$ cat config.mk
export PLATFORM = sky130hd
export DESIGN_NAME = muon_pulse_gen_flat
export DESIGN_NICKNAME = d
export VERILOG_FILES = /design/src/rtl/muon_pulse_gen_if.sv /design/src/rtl/muon_pulse_gen.sv /design/src/flat_wrapper.sv
export SDC_FILE = /design/constraint.sdc
export NUM_CORES = 1
export LEC_CHECK = 0
export BUFFER_PORTS_ARGS = -buffer_cell sky130_fd_sc_hd__buf_2
export CELL_PAD_IN_SITES_DETAIL_PLACEMENT = 0
export CELL_PAD_IN_SITES_GLOBAL_PLACEMENT = 1
export CORE_ASPECT_RATIO = 0.9
export CORE_MARGIN = 2
export CORE_UTILIZATION = 45
export DETAILED_ROUTE_END_ITERATION = 8
export PLACE_DENSITY = 0.88
export SYNTH_ARGS = -nofsm -noshare
export SYNTH_HDL_FRONTEND = slang
export SYNTH_SLANG_ARGS = --single-unit
$ cat constraint.sdc
create_clock -name clk -period 3.1 [get_ports clk]
set_clock_uncertainty 0.15 [all_clocks]
set_input_delay 0.62 -clock clk [delete_from_list [all_inputs] [get_ports clk]]
set_output_delay 0.62 -clock clk [all_outputs]
set_load 0.05 [all_outputs]
$ cat src/rtl/muon_pulse_gen_if.sv
// Control and status bundle of the muon pulse generator.
// The master side is the run controller. The slave side is the generator itself.
interface muon_pulse_gen_if;
    logic        enable;
    logic        mode;
    logic [8:0]  delay_ticks;
    logic [15:0] n_events;
    logic        pulse_out;
    logic        busy;
    logic        pair_done;
    logic [8:0]  delay_out;
    logic [15:0] events_sent;
    logic        done;

    modport master (
        output enable, mode, delay_ticks, n_events,
        input  pulse_out, busy, pair_done, delay_out, events_sent, done
    );

    modport slave (
        input  enable, mode, delay_ticks, n_events,
        output pulse_out, busy, pair_done, delay_out, events_sent, done
    );
endinterface

$ cat src/rtl/muon_pulse_gen.sv
// Synthetic muon-decay source.
// Each pair is a capture pulse followed by a decay pulse.
// The gap between the two rising edges is D delay ticks, where D is either
// fixed or pseudo-random. The generator reports each D it used.
module muon_pulse_gen #(
    parameter int          CLK_PER_TICK    = 4,
    parameter int          PULSE_WIDTH     = 2,
    parameter int          GAP_CLKS        = 16,
    parameter int          MAX_DELAY_TICKS = 500,
    parameter logic [15:0] LFSR_SEED       = 16'hACE1
) (
    input logic             clk,
    input logic             reset,
    muon_pulse_gen_if.slave bus
);
    // An all-zero seed would lock the LFSR, so it falls back to the default seed
    localparam logic [15:0]       SEED        = (LFSR_SEED == 16'h0000) ? 16'hACE1 : LFSR_SEED;
    localparam int                PRE_W       = $clog2(CLK_PER_TICK);
    localparam int                CNT_MAX     = (GAP_CLKS > PULSE_WIDTH) ? GAP_CLKS : PULSE_WIDTH;
    localparam int                CNT_W       = $clog2(CNT_MAX + 1);
    localparam logic [PRE_W-1:0]  PRE_LAST    = PRE_W'(CLK_PER_TICK - 1);
    localparam logic [PRE_W-1:0]  PW_LAST_PRE = PRE_W'(PULSE_WIDTH - 1);
    localparam logic [CNT_W-1:0]  PW_LAST     = CNT_W'(PULSE_WIDTH - 1);
    localparam logic [CNT_W-1:0]  GAP_LAST    = CNT_W'(GAP_CLKS - 1);
    localparam logic [9:0]        MAX_D       = 10'(MAX_DELAY_TICKS);

    typedef enum logic [2:0] {IDLE, PULSE1, WAIT, PULSE2, GAP, DONE} state_t;

    state_t             state;
    logic               pulse_reg;
    logic               busy_reg;
    logic               pair_done_reg;
    logic               done_reg;
    logic [15:0]        events_reg;
    logic [8:0]         delay_reg;
    logic [15:0]        n_ev;
    logic [15:0]        lfsr;
    logic [PRE_W-1:0]   pre;
    logic [8:0]         ticks;
    logic [CNT_W-1:0]   cnt;

    logic [8:0]         start_delay;
    logic               run_end;
    logic               gap_end;
    logic               wait_end;
    logic               pulse1_end;
    logic               start_pair;

    // Fold a raw 9-bit delay into the range [1, MAX_DELAY_TICKS-1]
    function automatic logic [8:0] fold_delay(input logic [8:0] raw);
        logic [8:0] r;
        r = raw;
        if ({1'b0, raw} >= MAX_D) r = 9'({1'b0, raw} - MAX_D);
        if (r == 9'd0) r = 9'd1;
        return r;
    endfunction

    // Saturating pair counter increment
    function automatic logic [15:0] sat_inc(input logic [15:0] v);
        return (v == 16'hFFFF) ? v : v + 16'd1;
    endfunction

    // Fibonacci LFSR step with taps 16,14,13,11, shifting left into bit 0
    function automatic logic [15:0] lfsr_next(input logic [15:0] s);
        return {s[14:0], s[15] ^ s[13] ^ s[12] ^ s[10]};
    endfunction

    // Decode pair boundaries; a pair starts from IDLE or from the end of a GAP
    always_comb begin
        start_delay = fold_delay(bus.mode ? lfsr[8:0] : bus.delay_ticks);
        run_end     = (n_ev != 16'd0) && (events_reg == n_ev);
        gap_end     = (state == GAP) && (cnt == GAP_LAST);
        wait_end    = (pre == PRE_LAST) && (ticks == delay_reg - 9'd1);
        pulse1_end  = (ticks == 9'd0) && (pre == PW_LAST_PRE);
        start_pair  = bus.enable && ((state == IDLE) || (gap_end && !run_end));
    end

    // Latch the pair settings at pair start; the LFSR advances after being sampled
    always_ff @(posedge clk or negedge reset) begin
        if (!reset) begin
            lfsr      <= SEED;
            delay_reg <= 9'd0;
            n_ev      <= 16'd0;
        end else if (start_pair) begin
            delay_reg <= start_delay;
            n_ev      <= bus.n_events;
            if (bus.mode) lfsr <= lfsr_next(lfsr);
        end
    end

    // The tick prescaler and the tick counter measure time from the first pulse rise
    always_ff @(posedge clk or negedge reset) begin
        if (!reset) begin
            pre   <= '0;
            ticks <= 9'd0;
        end else if (start_pair) begin
            pre   <= '0;
            ticks <= 9'd0;
        end else if (state == PULSE1 || state == WAIT) begin
            if (pre == PRE_LAST) begin
                pre   <= '0;
                ticks <= ticks + 9'd1;
            end else begin
                pre <= pre + PRE_W'(1);
            end
        end
    end

    // Pair sequencer; every output leaves this block registered
    always_ff @(posedge clk or negedge reset) begin
        if (!reset) begin
            state         <= IDLE;
            pulse_reg     <= 1'b0;
            busy_reg      <= 1'b0;
            pair_done_reg <= 1'b0;
            done_reg      <= 1'b0;
            events_reg    <= 16'd0;
            cnt           <= '0;
        end else begin
            pair_done_reg <= 1'b0;
            case (state)
                IDLE: begin
                    if (start_pair) begin
                        state      <= PULSE1;
                        pulse_reg  <= 1'b1;
                        busy_reg   <= 1'b1;
                        events_reg <= 16'd0;
                    end
                end
                PULSE1: begin
                    if (pulse1_end) begin
                        state     <= WAIT;
                        pulse_reg <= 1'b0;
                    end
                end
                WAIT: begin
                    if (wait_end) begin
                        state     <= PULSE2;
                        pulse_reg <= 1'b1;
                        cnt       <= '0;
                    end
                end
                PULSE2: begin
                    if (cnt == PW_LAST) begin
                        state         <= GAP;
                        pulse_reg     <= 1'b0;
                        pair_done_reg <= 1'b1;
                        events_reg    <= sat_inc(events_reg);
                        cnt           <= '0;
                    end else begin
                        cnt <= cnt + CNT_W'(1);
                    end
                end
                GAP: begin
                    if (gap_end) begin
                        if (run_end) begin
                            state    <= DONE;
                            busy_reg <= 1'b0;
                            done_reg <= 1'b1;
                        end else if (start_pair) begin
                            state     <= PULSE1;
                            pulse_reg <= 1'b1;
                        end else begin
                            state    <= IDLE;
                            busy_reg <= 1'b0;
                        end
                    end else begin
                        cnt <= cnt + CNT_W'(1);
                    end
                end
                DONE: begin
                    if (!bus.enable) begin
                        state    <= IDLE;
                        done_reg <= 1'b0;
                    end
                end
                default: state <= IDLE;
            endcase
        end
    end

    assign bus.pulse_out   = pulse_reg;
    assign bus.busy        = busy_reg;
    assign bus.pair_done   = pair_done_reg;
    assign bus.delay_out   = delay_reg;
    assign bus.events_sent = events_reg;
    assign bus.done        = done_reg;
endmodule

$ cat src/flat_wrapper.sv
// flat-port wrapper written by rule: the top's interface ports become plain ports
module muon_pulse_gen_flat 
#(
    parameter int          CLK_PER_TICK    = 4,
    parameter int          PULSE_WIDTH     = 2,
    parameter int          GAP_CLKS        = 16,
    parameter int          MAX_DELAY_TICKS = 500,
    parameter logic [15:0] LFSR_SEED       = 16'hACE1
)
  (clk, reset, bus_enable, bus_mode, bus_delay_ticks, bus_n_events, bus_pulse_out, bus_busy, bus_pair_done, bus_delay_out, bus_events_sent, bus_done);
  muon_pulse_gen_if bus_i ();
  input logic clk;
  input logic reset;
  input wire logic [$bits(bus_i.enable)-1:0] bus_enable;
  input wire logic [$bits(bus_i.mode)-1:0] bus_mode;
  input wire logic [$bits(bus_i.delay_ticks)-1:0] bus_delay_ticks;
  input wire logic [$bits(bus_i.n_events)-1:0] bus_n_events;
  output wire logic [$bits(bus_i.pulse_out)-1:0] bus_pulse_out;
  output wire logic [$bits(bus_i.busy)-1:0] bus_busy;
  output wire logic [$bits(bus_i.pair_done)-1:0] bus_pair_done;
  output wire logic [$bits(bus_i.delay_out)-1:0] bus_delay_out;
  output wire logic [$bits(bus_i.events_sent)-1:0] bus_events_sent;
  output wire logic [$bits(bus_i.done)-1:0] bus_done;
  assign bus_i.enable = bus_enable;
  assign bus_i.mode = bus_mode;
  assign bus_i.delay_ticks = bus_delay_ticks;
  assign bus_i.n_events = bus_n_events;
  assign bus_pulse_out = bus_i.pulse_out;
  assign bus_busy = bus_i.busy;
  assign bus_pair_done = bus_i.pair_done;
  assign bus_delay_out = bus_i.delay_out;
  assign bus_events_sent = bus_i.events_sent;
  assign bus_done = bus_i.done;
  muon_pulse_gen #(.CLK_PER_TICK(CLK_PER_TICK), .PULSE_WIDTH(PULSE_WIDTH), .GAP_CLKS(GAP_CLKS), .MAX_DELAY_TICKS(MAX_DELAY_TICKS), .LFSR_SEED(LFSR_SEED)) u_core (.clk(clk), .reset(reset), .bus(bus_i));
endmodule
==> results_dict.tcl <==
set metrics [dict create \
    p_clk_share_pct 22.9 \
    drt_pass1_iterations 4 \
    synth_top_family_by_area "simple AND/OR/NAND/NOR gates" \
    switching_share_pct 42.05 \
    p_seq_share_pct 38.3 \
    cp.required_ns 3.16 \
    r2r-start "u_core.cnt[0]$_DFFE_PN0P_" \
    fin_crit_ns 2.570 \
    synthMuxAreaShare_pct 7.100 \
    final_cells 667 \
    ant_nets 0 \
    syn_nets 517 \
    yosys_warnings 0 \
    rows 34 \
    yosys.area_share.simple_pct 23.26 \
    synth_fa_ha_area_share_pct 2.992 \
    place.detailed.hpwl_um 7536 \
    crit_start "u_core.cnt[0]$_DFFE_PN0P_" \
    core_area_sq_um 9827 \
    synth_compound_area_share_pct 9.848 \
    num_io_pins 58 \
    tritoncts "yes" \
    crit_top_cell "ha_1" \
    critical-path-slowest-cell "dfrtp_1" \
    setup_tns_ns 0 \
    via_per_inst 5.466 \
    h-tree-depth 3 \
    initial_core_util_pct 46.80 \
    cts_hold_buf 0 \
    root_buffer "clkbuf_16" \
    area_growth_pct 15.78 \
    cp_max_fo 9 \
    synth_edf_count 0 \
    synth_area_leader_cell "dfrtp_1" \
    ys_ff_latch 80 \
    cts_sinks 80 \
    status "completed" \
    synth-xor-area-share_pct 9.902 \
    slew_viol_final 0 \
    slowest_delay_ns 0.45 \
    crit_type "reg2reg" \
    gp_congestion 0.8468 \
    first_iter_violations 231 \
    die-area_sq_um 11050 \
    fillCellCount 899 \
    arrival_ns 2.63 \
    setup_viol 0 \
    yosysUniqueCellTypes 64 \
    clock_latency_ns 0.33 \
    final_hold_viol_count 0 \
    hp-class "in2async" \
    cts_buffers 9 \
    ys_dominant_reg_cell "dfrtp_1" \
    tightest_slew_ns 0.6145 \
    ir_drop_uv 330.4 \
    grt_pass1_wl_um 17240 \
    grt_util_all_layers_pct 19.11 \
    power_leakage_nw 2.560 \
    wl_per_cell_um 15.32 \
    path_cells "ha_1, inv_1, nor3_1, ha_1, nand2b_1, and3_1, o21a_1, nand2_1, buf_4, mux2_1" \
    antenna_found_initial 0 \
    placedCellCount 651 \
    synth.most_common_cell "dfrtp_1" \
    rsz0062_at_grt "no" \
    wl_um 10220 \
    die_x_um 110.6 \
    grt_pass1_vias 3537 \
    syn-instance-count 477 \
    clkTransAtPathRegs_ns 0.06 \
    fmax_ghz 0.3891 \
    p_comb_share_pct 38.8 \
    maxCapViolations 0 \
    internal_power_mw 2.494 \
    yosysSeqAreaShare_pct 43.74 \
    yosys-top-cells-area "dfrtp_1 39%, nand2_1 5.7%, xor2_1 5.5%" \
    io_buffers 57 \
    cts_setup_buffers 0 \
    synthArstFlopShare_pct 100.0 \
    yosysTopAreaCellShare_pct 39.17 \
    synth_area_sq_um 4599 \
    relSlewSlack_pct 59.03 \
    vias 3646 \
    die_h_um 99.91 \
    period_share_pct 82.89 \
    r2r_setup_slack_ns 0.53 \
    drive_above_1_share_pct 22.37 \
    post-route-drc-count 0 \
    p_per_area_nw_per_um2 808.3 \
    cts_buffer_depth 2 \
    grt_overflow 0 \
    cts_resized 0 \
    n_antenna_cell 0 \
    power.switching_mw 1.810 \
    synth_common_cells "72 x dfrtp_1, 70 x nand2_1, 40 x nor2_1, 29 x xor2_1, 23 x xnor2_1" \
    worstSetupStartpointType "register" \
    fin_nets 576 \
    grt_max_degree 50 \
    syn_avg_cell_area_sq_um 9.642 \
    worstSetupEndpointType "register" \
]
metrics by stage:
step / power, mW / util (%) / hold WS [ns] / cell area (sq um) / worst slack, ns
floorplan: 2.887 / - / 0.1744 / 4601 / 0.1452
global placement: 3.264 / 51.32 / 0.3140 / 5044 / 0.3161
detailed placement: 3.322 / 51.32 / 0.3423 / 5044 / 0.2373
CTS: 4.345 / 54.19 / 0.1732 / 5325 / 0.5101
global route: 4.605 / 54.19 / 0.2008 / 5325 / 0.3110
finish: 4.304 / 54.19 / 0.1450 / 5325 / 0.5303
power groups by stage:
| stage | Sequential (mW) | Clock [mW] | Combinational [mW] |
|---|---|---|---|
| after floorplan | 1.79 | 0 | 1.10 |
| after detailed placement | 1.67 | 0 | 1.66 |
| after CTS | 1.65 | 1.01 | 1.68 |
| after global placement | 1.65 | 0 | 1.61 |
| final | 1.65 | 0.986 | 1.67 |
| after global routing | 1.69 | 1.05 | 1.86 |
per-layer routing:
layer,share of wire [%],up-vias,GRT usage [%]
met1,47,1796,25.95
met5,0,-,0
met3,2.6,4,2.959
met4,0.54,0,5.481
li1,-,1794,-
met2,50,52,32.14
path summary, 6_finish.rpt:
kind,end,cells after the start
worst max-delay path,u_core.lfsr[9]$_DFFE_PN0P_,10
worst max register to register,u_core.lfsr[9]$_DFFE_PN0P_,10
worst min-delay path,u_core.bus.delay_out[3]$_DFFE_PN0N_,1
worst min register to register,u_core.lfsr[14]$_DFFE_PN0P_,1
min in group clk,u_core.n_ev[10]$_DFFE_PN0N_,3
max in group asynchronous,u_core.bus.pulse_out$_DFFE_PN0P_,2
cell usage in the layout, fill, tap and decap left out, types with 5 or more instances in the layout:
cell | Yosys | final
buf_4 | 1 | 9
mux2_1 | 5 | 5
nand3_1 | 18 | 18
clkbuf_16 | 0 | 9
dfstp_2 | 8 | 8
dfrtp_1 | 72 | 72
and3_1 | 7 | 7
nand4_1 | 6 | 6
inv_1 | 16 | 16
xor2_1 | 29 | 29
nor4_1 | 10 | 10
and4_1 | 6 | 6
a21oi_1 | 9 | 9
nand2_1 | 70 | 70
xnor2_1 | 23 | 23
mux2_2 | 14 | 14
nor2_1 | 40 | 40
mux2i_1 | 9 | 9
ha_1 | 11 | 11
o21ai_0 | 7 | 7
nor3b_1 | 5 | 5
nor3_1 | 20 | 20
o31ai_1 | 7 | 7
buf_2 | 3 | 56
critical path, delay by kind of cell (launching register included):
kind,cells,cell delay [ns]
AOI/OAI and AO/OA,1,0.30
muxes,1,0.32
DFF,1,0.45
buffers and inverters,2,0.25
adders and majority gates,2,0.37
and+or+nand+nor,4,0.61
cells by family (layout without fill, tap and decap cells):
group / Yosys count / in the layout
AOI/OAI and AO/OA: 62 / 62
xor gates and xnor gates: 52 / 52
adders and majority gates: 11 / 11
buffers and inverters: 34 / 98
DFF: 80 / 80
muxes: 29 / 29
and+or+nand+nor: 209 / 209
layout make-up:
class	instances	area, sq um	share of cell area (%)
clock buffers	9	225.2	4.229
flip-flops and latches	80	2012	37.78
repair buffers	66	367.9	6.908
multi-input cells	363	2446	45.94
inverters	16	60.06	1.128
well taps	126	157.7	2.961
clock inverters	7	56.30	1.057
Note: power is estimated with default switching activity, not from simulation.
